[config.mk]
export PLATFORM = sky130hd
export DESIGN_NAME = rom_arbiter
export DESIGN_NICKNAME = d
export VERILOG_FILES = /design/src/rtl/rom_arbiter_pkg.sv /design/src/rtl/rom_arbiter.sv
export SDC_FILE = /design/constraint.sdc
export NUM_CORES = 1
export LEC_CHECK = 0
export CAP_MARGIN = 10
export CORE_ASPECT_RATIO = 0.5
export CORE_MARGIN = 1.5
export CORE_UTILIZATION = 38
export DETAILED_ROUTE_END_ITERATION = 16
export PLACE_DENSITY = 0.86
export SLEW_MARGIN = 20
export SYNTH_ARGS = -nofsm -noshare
export SYNTH_HDL_FRONTEND = slang
export SYNTH_SLANG_ARGS = --single-unit
[constraint.sdc]
create_clock -name MCLK -period 2 [get_ports MCLK]
set_input_delay 0.6 -clock MCLK [delete_from_list [all_inputs] [get_ports MCLK]]
set_output_delay 0.6 -clock MCLK [all_outputs]
set_load 0.05 [all_outputs]
[src/rtl/rom_arbiter_pkg.sv]
// rom_arbiter_pkg: shared definitions for the SNES mapper ROM arbiter.
//   arb_state_t        - arbiter FSM encoding (IDLE, GRANT_CPU, GRANT_COP)
//   STARVE_MAX_DEFAULT - default cap on consecutive CPU grants while the
//                        coprocessor is waiting
//   ADDR_W / DATA_W    - ROM address and data widths
package rom_arbiter_pkg;

    typedef enum logic [1:0] {
        ST_IDLE      = 2'd0,
        ST_GRANT_CPU = 2'd1,
        ST_GRANT_COP = 2'd2
    } arb_state_t;

    localparam int STARVE_MAX_DEFAULT = 4;
    localparam int ADDR_W             = 24;
    localparam int DATA_W             = 16;

endpackage

[src/rtl/rom_arbiter.sv]
// rom_arbiter: two-requester (CPU, coprocessor) arbiter for a single shared ROM
// port. One access is outstanding at a time. The CPU has priority, but after
// STARVE_MAX consecutive CPU grants with the coprocessor waiting, the
// coprocessor gets the next grant.
//
// Ports
//   MCLK, RESET                  clock, synchronous active-high reset
//   ROM_MASK                     address mask applied to every granted address
//   REFRESH                      blocks new grants while high
//   CPU_REQ/ADDR/WORD            CPU read request, address, 16-bit flag
//   CPU_ACK/CPU_Q                CPU one-cycle completion pulse, read data
//   COP_REQ/ADDR/WORD            coprocessor read request, address, flag
//   COP_ACK/COP_Q                coprocessor completion pulse, read data
//   ROM_ADDR/WORD/CE_N/OE_N      shared ROM port (address/flag held per grant)
//   ROM_RDY/ROM_Q                ROM completion strobe and data
//   BUSY                         high while an access is outstanding
module rom_arbiter
    import rom_arbiter_pkg::*;
#(
    parameter int STARVE_MAX = STARVE_MAX_DEFAULT
) (
    input  logic              MCLK,
    input  logic              RESET,
    input  logic [ADDR_W-1:0] ROM_MASK,
    input  logic              REFRESH,
    input  logic              CPU_REQ,
    input  logic [ADDR_W-1:0] CPU_ADDR,
    input  logic              CPU_WORD,
    output logic              CPU_ACK,
    output logic [DATA_W-1:0] CPU_Q,
    input  logic              COP_REQ,
    input  logic [ADDR_W-1:0] COP_ADDR,
    input  logic              COP_WORD,
    output logic              COP_ACK,
    output logic [DATA_W-1:0] COP_Q,
    output logic [ADDR_W-1:0] ROM_ADDR,
    output logic              ROM_WORD,
    output logic              ROM_CE_N,
    output logic              ROM_OE_N,
    input  logic              ROM_RDY,
    input  logic [DATA_W-1:0] ROM_Q,
    output logic              BUSY
);

    localparam int CNT_W = $clog2(STARVE_MAX + 1);
    localparam logic [CNT_W-1:0] STARVE_LIM = CNT_W'(STARVE_MAX);

    arb_state_t       state, state_nxt;
    logic [CNT_W-1:0] starve_cnt;
    logic             grant_cpu, grant_cop;

    // Grant decisions are only meaningful from IDLE. The counter saturates at
    // STARVE_LIM, so the two conditions are mutually exclusive.
    always_comb begin
        grant_cpu = 1'b0;
        grant_cop = 1'b0;
        if (state == ST_IDLE && !REFRESH) begin
            grant_cpu = CPU_REQ && (starve_cnt < STARVE_LIM || !COP_REQ);
            grant_cop = COP_REQ && (!CPU_REQ || starve_cnt == STARVE_LIM);
        end
    end

    always_comb begin
        state_nxt = state;
        case (state)
            ST_IDLE: begin
                if (grant_cpu)      state_nxt = ST_GRANT_CPU;
                else if (grant_cop) state_nxt = ST_GRANT_COP;
            end
            ST_GRANT_CPU,
            ST_GRANT_COP: begin
                if (ROM_RDY) state_nxt = ST_IDLE;
            end
            default: state_nxt = ST_IDLE;
        endcase
    end

    always_ff @(posedge MCLK) begin
        if (RESET) state <= ST_IDLE;
        else       state <= state_nxt;
    end

    // ROM address/flag captured on the grant edge and held for the access.
    always_ff @(posedge MCLK) begin
        if (RESET) begin
            ROM_ADDR <= '0;
            ROM_WORD <= 1'b0;
        end else if (grant_cpu) begin
            ROM_ADDR <= CPU_ADDR & ROM_MASK;
            ROM_WORD <= CPU_WORD;
        end else if (grant_cop) begin
            ROM_ADDR <= COP_ADDR & ROM_MASK;
            ROM_WORD <= COP_WORD;
        end
    end

    // Completion: data captured and ACK pulsed the cycle after ROM_RDY.
    always_ff @(posedge MCLK) begin
        if (RESET) begin
            CPU_ACK <= 1'b0;
            COP_ACK <= 1'b0;
            CPU_Q   <= '0;
            COP_Q   <= '0;
        end else begin
            CPU_ACK <= 1'b0;
            COP_ACK <= 1'b0;
            if (ROM_RDY && state == ST_GRANT_CPU) begin
                CPU_ACK <= 1'b1;
                CPU_Q   <= ROM_Q;
            end
            if (ROM_RDY && state == ST_GRANT_COP) begin
                COP_ACK <= 1'b1;
                COP_Q   <= ROM_Q;
            end
        end
    end

    // Counts CPU grants issued while the coprocessor is waiting.
    always_ff @(posedge MCLK) begin
        if (RESET)
            starve_cnt <= '0;
        else if (!COP_REQ || grant_cop)
            starve_cnt <= '0;
        else if (grant_cpu && starve_cnt != STARVE_LIM)
            starve_cnt <= starve_cnt + CNT_W'(1);
    end

    assign BUSY     = (state != ST_IDLE);
    assign ROM_CE_N = (state == ST_IDLE);
    assign ROM_OE_N = (state == ST_IDLE);

endmodule

Word-level counts from Yosys, hierarchy flattened. Cells that the tools add are included.

Bits in registers: 64. Latch bits: 0. Bits in writable memories: 0. Memory bits (read-only): 0. Output and inout port bits: 62. Word-level logic and storage cells: 48. Memories kept: 0.

$add $sub $neg: 1. Multiply operators: 0. Divide/modulo/power cells: 0. $lt $le $gt $ge: 1. Equality and inequality tests: 6. Shift operators: 0. Mux-type cells: 12. Bitwise logic cells: 2. Reduce and logical (&&, ||, !) cells: 18.

Operator list (count): 24-bit bitwise AND (2); 24-bit two-way mux (2); 1-bit logical AND (6); 1-bit two-way mux (6); 2-bit two-way mux (3); 2-bit case mux with 2 select lines (1); 2-bit nonzero test (2); 2-bit OR reduction (2); 3-bit by 1-bit adder with 3-bit output, second input constant (1); 3-bit == test, second input constant (1); 1-bit zero test (3); 1-bit logical OR (3); 3-bit less-than comparator, second input constant (1); 3-bit by 1-bit != test with 1-bit output, second input constant (1); 3-bit != test, second input constant (1); 2-bit by 1-bit == test with 1-bit output, second input constant (1); 2-bit == test, second input constant (1); 2-bit zero test (1); 2-bit != test, second input constant (1); 2-bit AND reduction (1).

Longest topological paths before layout.
Word-level depth: 7. Depth in mapped cells: 8.

Worst setup path after synthesis. OpenSTA, ideal clock, no wires.

Path kind: register to register. From: register state[0]. To: register ROM_ADDR[0]. Library setup time: 0.117 ns. Data arrival time: 2.051 ns. Path slack: -0.169 ns. Cell stages (with the launch flop): 8. Clock period less this slack: 2.169 ns. Cell sequence: dfxtp_1 > inv_1 > ha_1 > and2b_4 > nand3_4 > buf_6 > mux2_4 > a32o_1.

Cells in the longest elaborated chain, start to end: 4. Elaborated cells on any way between the ends: 6.

Ends and longest elaborated chain: start: declaration (line rom_arbiter.sv:48) `arb_state_t state, state_nxt;`; start signal: assignment (line rom_arbiter.sv:80) `else state <= state_nxt;`; 2-bit zero test (*); net ROM_CE_N (line rom_arbiter.sv:38) `output logic ROM_CE_N,`; 1-bit logical AND (*) (line rom_arbiter.sv:57) `if (state == ST_IDLE && !REFRESH) begin`; 1-bit two-way mux (line rom_arbiter.sv:57); 24-bit two-way mux or 2-bit nonzero test (tied branches); end signal: assignment (line rom_arbiter.sv:89) `ROM_ADDR <= CPU_ADDR & ROM_MASK;`; end signal: assignment (line rom_arbiter.sv:92) `ROM_ADDR <= COP_ADDR & ROM_MASK;`; end: declaration (line rom_arbiter.sv:36) `output logic [ADDR_W-1:0] ROM_ADDR,`.

Mark *: on every way through the listed nets, which the timed path passes. The rest lies on a longest branch. A chain may end at the register's enable or synchronous reset.

Final worst setup path.
From: register state[0]. To: output port BUSY.

Cells in the longest elaborated chain, start to end: 1.

Ends and longest elaborated chain: 2-bit nonzero test (line rom_arbiter.sv:128) `assign BUSY = (state != ST_IDLE);`; end: declaration (line rom_arbiter.sv:42) `output logic BUSY`.

Every way passes these cells.

==> summary.txt <==
I/O pin count: 158
Synth cell types: 35
Worst R2R End: ROM_ADDR[12]
# rows: 21
final-stage net count: 544
Final setup viols: 0
Least-Margin Pin Slew: 0.390 ns
Routed Antenna Nets: 0
area leader, netlist: dfxtp_1
global-route wire length before repair: 11900 um
fin crit period: 1.91 ns
Min Hold Slack: 0.452 ns
share of post-route cells with drive strength above 1: 29.2%
DIE HEIGHT: 62.3 um
ys async rst share: 0%
filler cell count: 507
Post-Route WL: 7410 um
vias per std cell: 4.81
register bit count reported by yosys: 64
Yosys warnings: 0
Die X: 122 um
area occupied by multi-input gates: 1280 um2
Final TNS setup: 0 ns
clk sinks: 64
post-synthesis xor/xnor area fraction: 0.656%
initial antenna violation count: 0
most frequent cells in the layout: clkdlybuf4s50_1 (95), buf_4 (77), nand2_1 (68)
RSZ-0062 raised after global routing: false
Core Region: 6730 um2
Hold Startpoint: COP_Q[14]
outcome: finished clean
worst hold path depth: 2
Worst EP arrival: 1.31 ns
worst-case clock buffer depth: 2
Finished Core Util: 68.8%
Port-buffer cells: 157
Max Cap Viol: 0
Synth top area share: 48.0%
drt pass-1 iters: 5
Mapped Avg Cell Area: 9.82 um2
Synth Area in Compound Gates: 17.4%
gpl congestion: 0.789
Skew-Pair Late Insertion Delay: 0.32 ns
DR iter-0 viols: 122
EDFF count, synth: 0
clock slew at reported path FFs: 0.05 ns
Pwr per Cell Area: 822 nW/um2
R2R Path Start: state[0]
H-tree Lvls: 3
Die Area: 7570 um2
register-to-register setup slack: 0.24 ns
register area: 1280 um2
Critical Path Fanout Max: 5
Fin. Hold Viols: 0
largest net degree at the start of global routing: 37
hold buffer count at cts: 0
total grt overflow: 0
post-synth design cell area: 2670 um2
crit-path max cell delay: 0.33 ns
post-DP HPWL: 5480 um
Num CTS Buffers: 9
area post-placement: 4330 um2
vias in the first global route: 2555
final worst slack: 0.0894 ns
cell leakage power: 1.90 nW
Max Freq: 523 MHz
n_diodes: 0
R2R depth: 7
Vias: 2596
most common cell after layout, fill and taps aside: clkdlybuf4s50_1
mux cell area share after synthesis: 12.7%
Syn Nets: 373
post-synthesis sequential area ratio: 48.0%
Rel. slew slack: 73.7%
Worst EP required: 1.40 ns
Post-CTS Setup Inserts: 0
HP Class: reg2reg
dominant synthesized flop cell: dfxtp_1
Max VDD drop: 0.000413 V
worst setup path class: reg2out
post-cts sizing count: 0
fin. max-slew vios: 0
simple-gate share of the synthesized area: 14.2%
DRC Markers: 0
CP Launch Point: state[0]
Final Cycle Share: 95.5%
GRT Util Overall: 20.1%
Root Buffer: clkbuf_16
Gate Count Post-Synth: 272
CTS tree: done
WL/cell: 13.7 um
Crit. End Element: output port
clk_skew: 0.00385 ns
Critical Path Most Common Cell: inv_1
area grow syn2layout: 73.2%
hold endpoint: COP_Q[14]
Critical Path, Cell by Cell: inv_1 -> ha_2 -> buf_4 -> inv_1 -> buf_12
kind of start point of the critical path: flip-flop
synth top area cells: dfxtp_1 (48%), nand2_1 (9.6%), a32o_1 (9.0%)
slowest stage cell, crit path: dfxtp_1
combinational family with the most area after synthesis: compound AO/OA/AOI/OAI gates
design area: 4620 um2
pre-CTS WS: -0.268 ns
Initial Util: 39.7%
Post-Synth Adder-Cell Area: 2.34%
critical path, delay by kind of cell (launching register included):
kind,cells,cell delay (ns)
flops,1,0.33
buf+inv,4,0.46
fa+ha+maj,1,0.19
flip-flops by register name, summed over array words and instances, names as in the netlist:
name        cells
COP_ACK         1
ROM_ADDR       24
ROM_WORD        1
state           2
CPU_Q          16
starve_cnt      3
COP_Q          16
CPU_ACK         1
stage by stage:
stage / power (W) / instances
5_1_grt: 0.00397 / 540
2_1_floorplan: 0.00194 / 272
3_3_place_gp: 0.00237 / 524
3_5_place_dp: 0.00239 / 524
4_1_cts: 0.00385 / 540
6_report: 0.00380 / 540
per-layer routing:
metal,global-route usage [%],up-vias,share of wire (%)
li1,-,1302,-
met1,22.5,1189,41
met2,35.6,97,51
met3,6.99,8,6.7
met4,6.91,0,0.78
met5,0,-,0
cell usage after synthesis (3+ instances only):
| master | number |
|---|---|
| nor2_1 | 6 |
| mux2_4 | 16 |
| buf_2 | 3 |
| nand2_1 | 68 |
| buf_6 | 4 |
| a32o_1 | 24 |
| ha_1 | 5 |
| clkbuf_1 | 8 |
| inv_1 | 5 |
| mux2_2 | 8 |
| a21oi_1 | 34 |
| dfxtp_1 | 64 |
power breakdown:
| group | internal [W] | switching (W) | total [W] | leakage, nW |
|---|---|---|---|---|
| combinational | 0.000486 | 0.000501 | 0.000987 | 1.25 |
| clock | 0.000872 | 0.000570 | 0.00144 | 0.131 |
| sequential | 0.00134 | 0.0000316 | 0.00137 | 0.519 |
layout make-up:
class	count	area share, %
clock inverters	6	0.974
multi-input cells	185	27.6
well taps	92	2.49
clock buffers	10	5.17
repair buffers	178	35.7
flip-flops and latches	64	27.7
inverters	5	0.406
logic make-up (layout without fill, tap and decap cells):
group	Yosys count	in the layout
flip-flops	64	64
adder cells (fa/ha/maj)	5	5
AND/OR/NAND/NOR	88	88
multiplexers	25	25
AO/OA/AOI/OAI	65	65
XOR/XNOR	2	2
buffers and inverters	23	199
worst max path at each step:
stage                   end  cells past startpoint
2_1_floorplan   ROM_ADDR[0]                      7
3_3_place_gp   ROM_ADDR[18]                      6
3_5_place_dp   ROM_ADDR[19]                      6
4_1_cts                BUSY                      5
5_1_grt                BUSY                      5
6_report               BUSY                      5
Note: power is estimated with default switching activity, not from simulation.
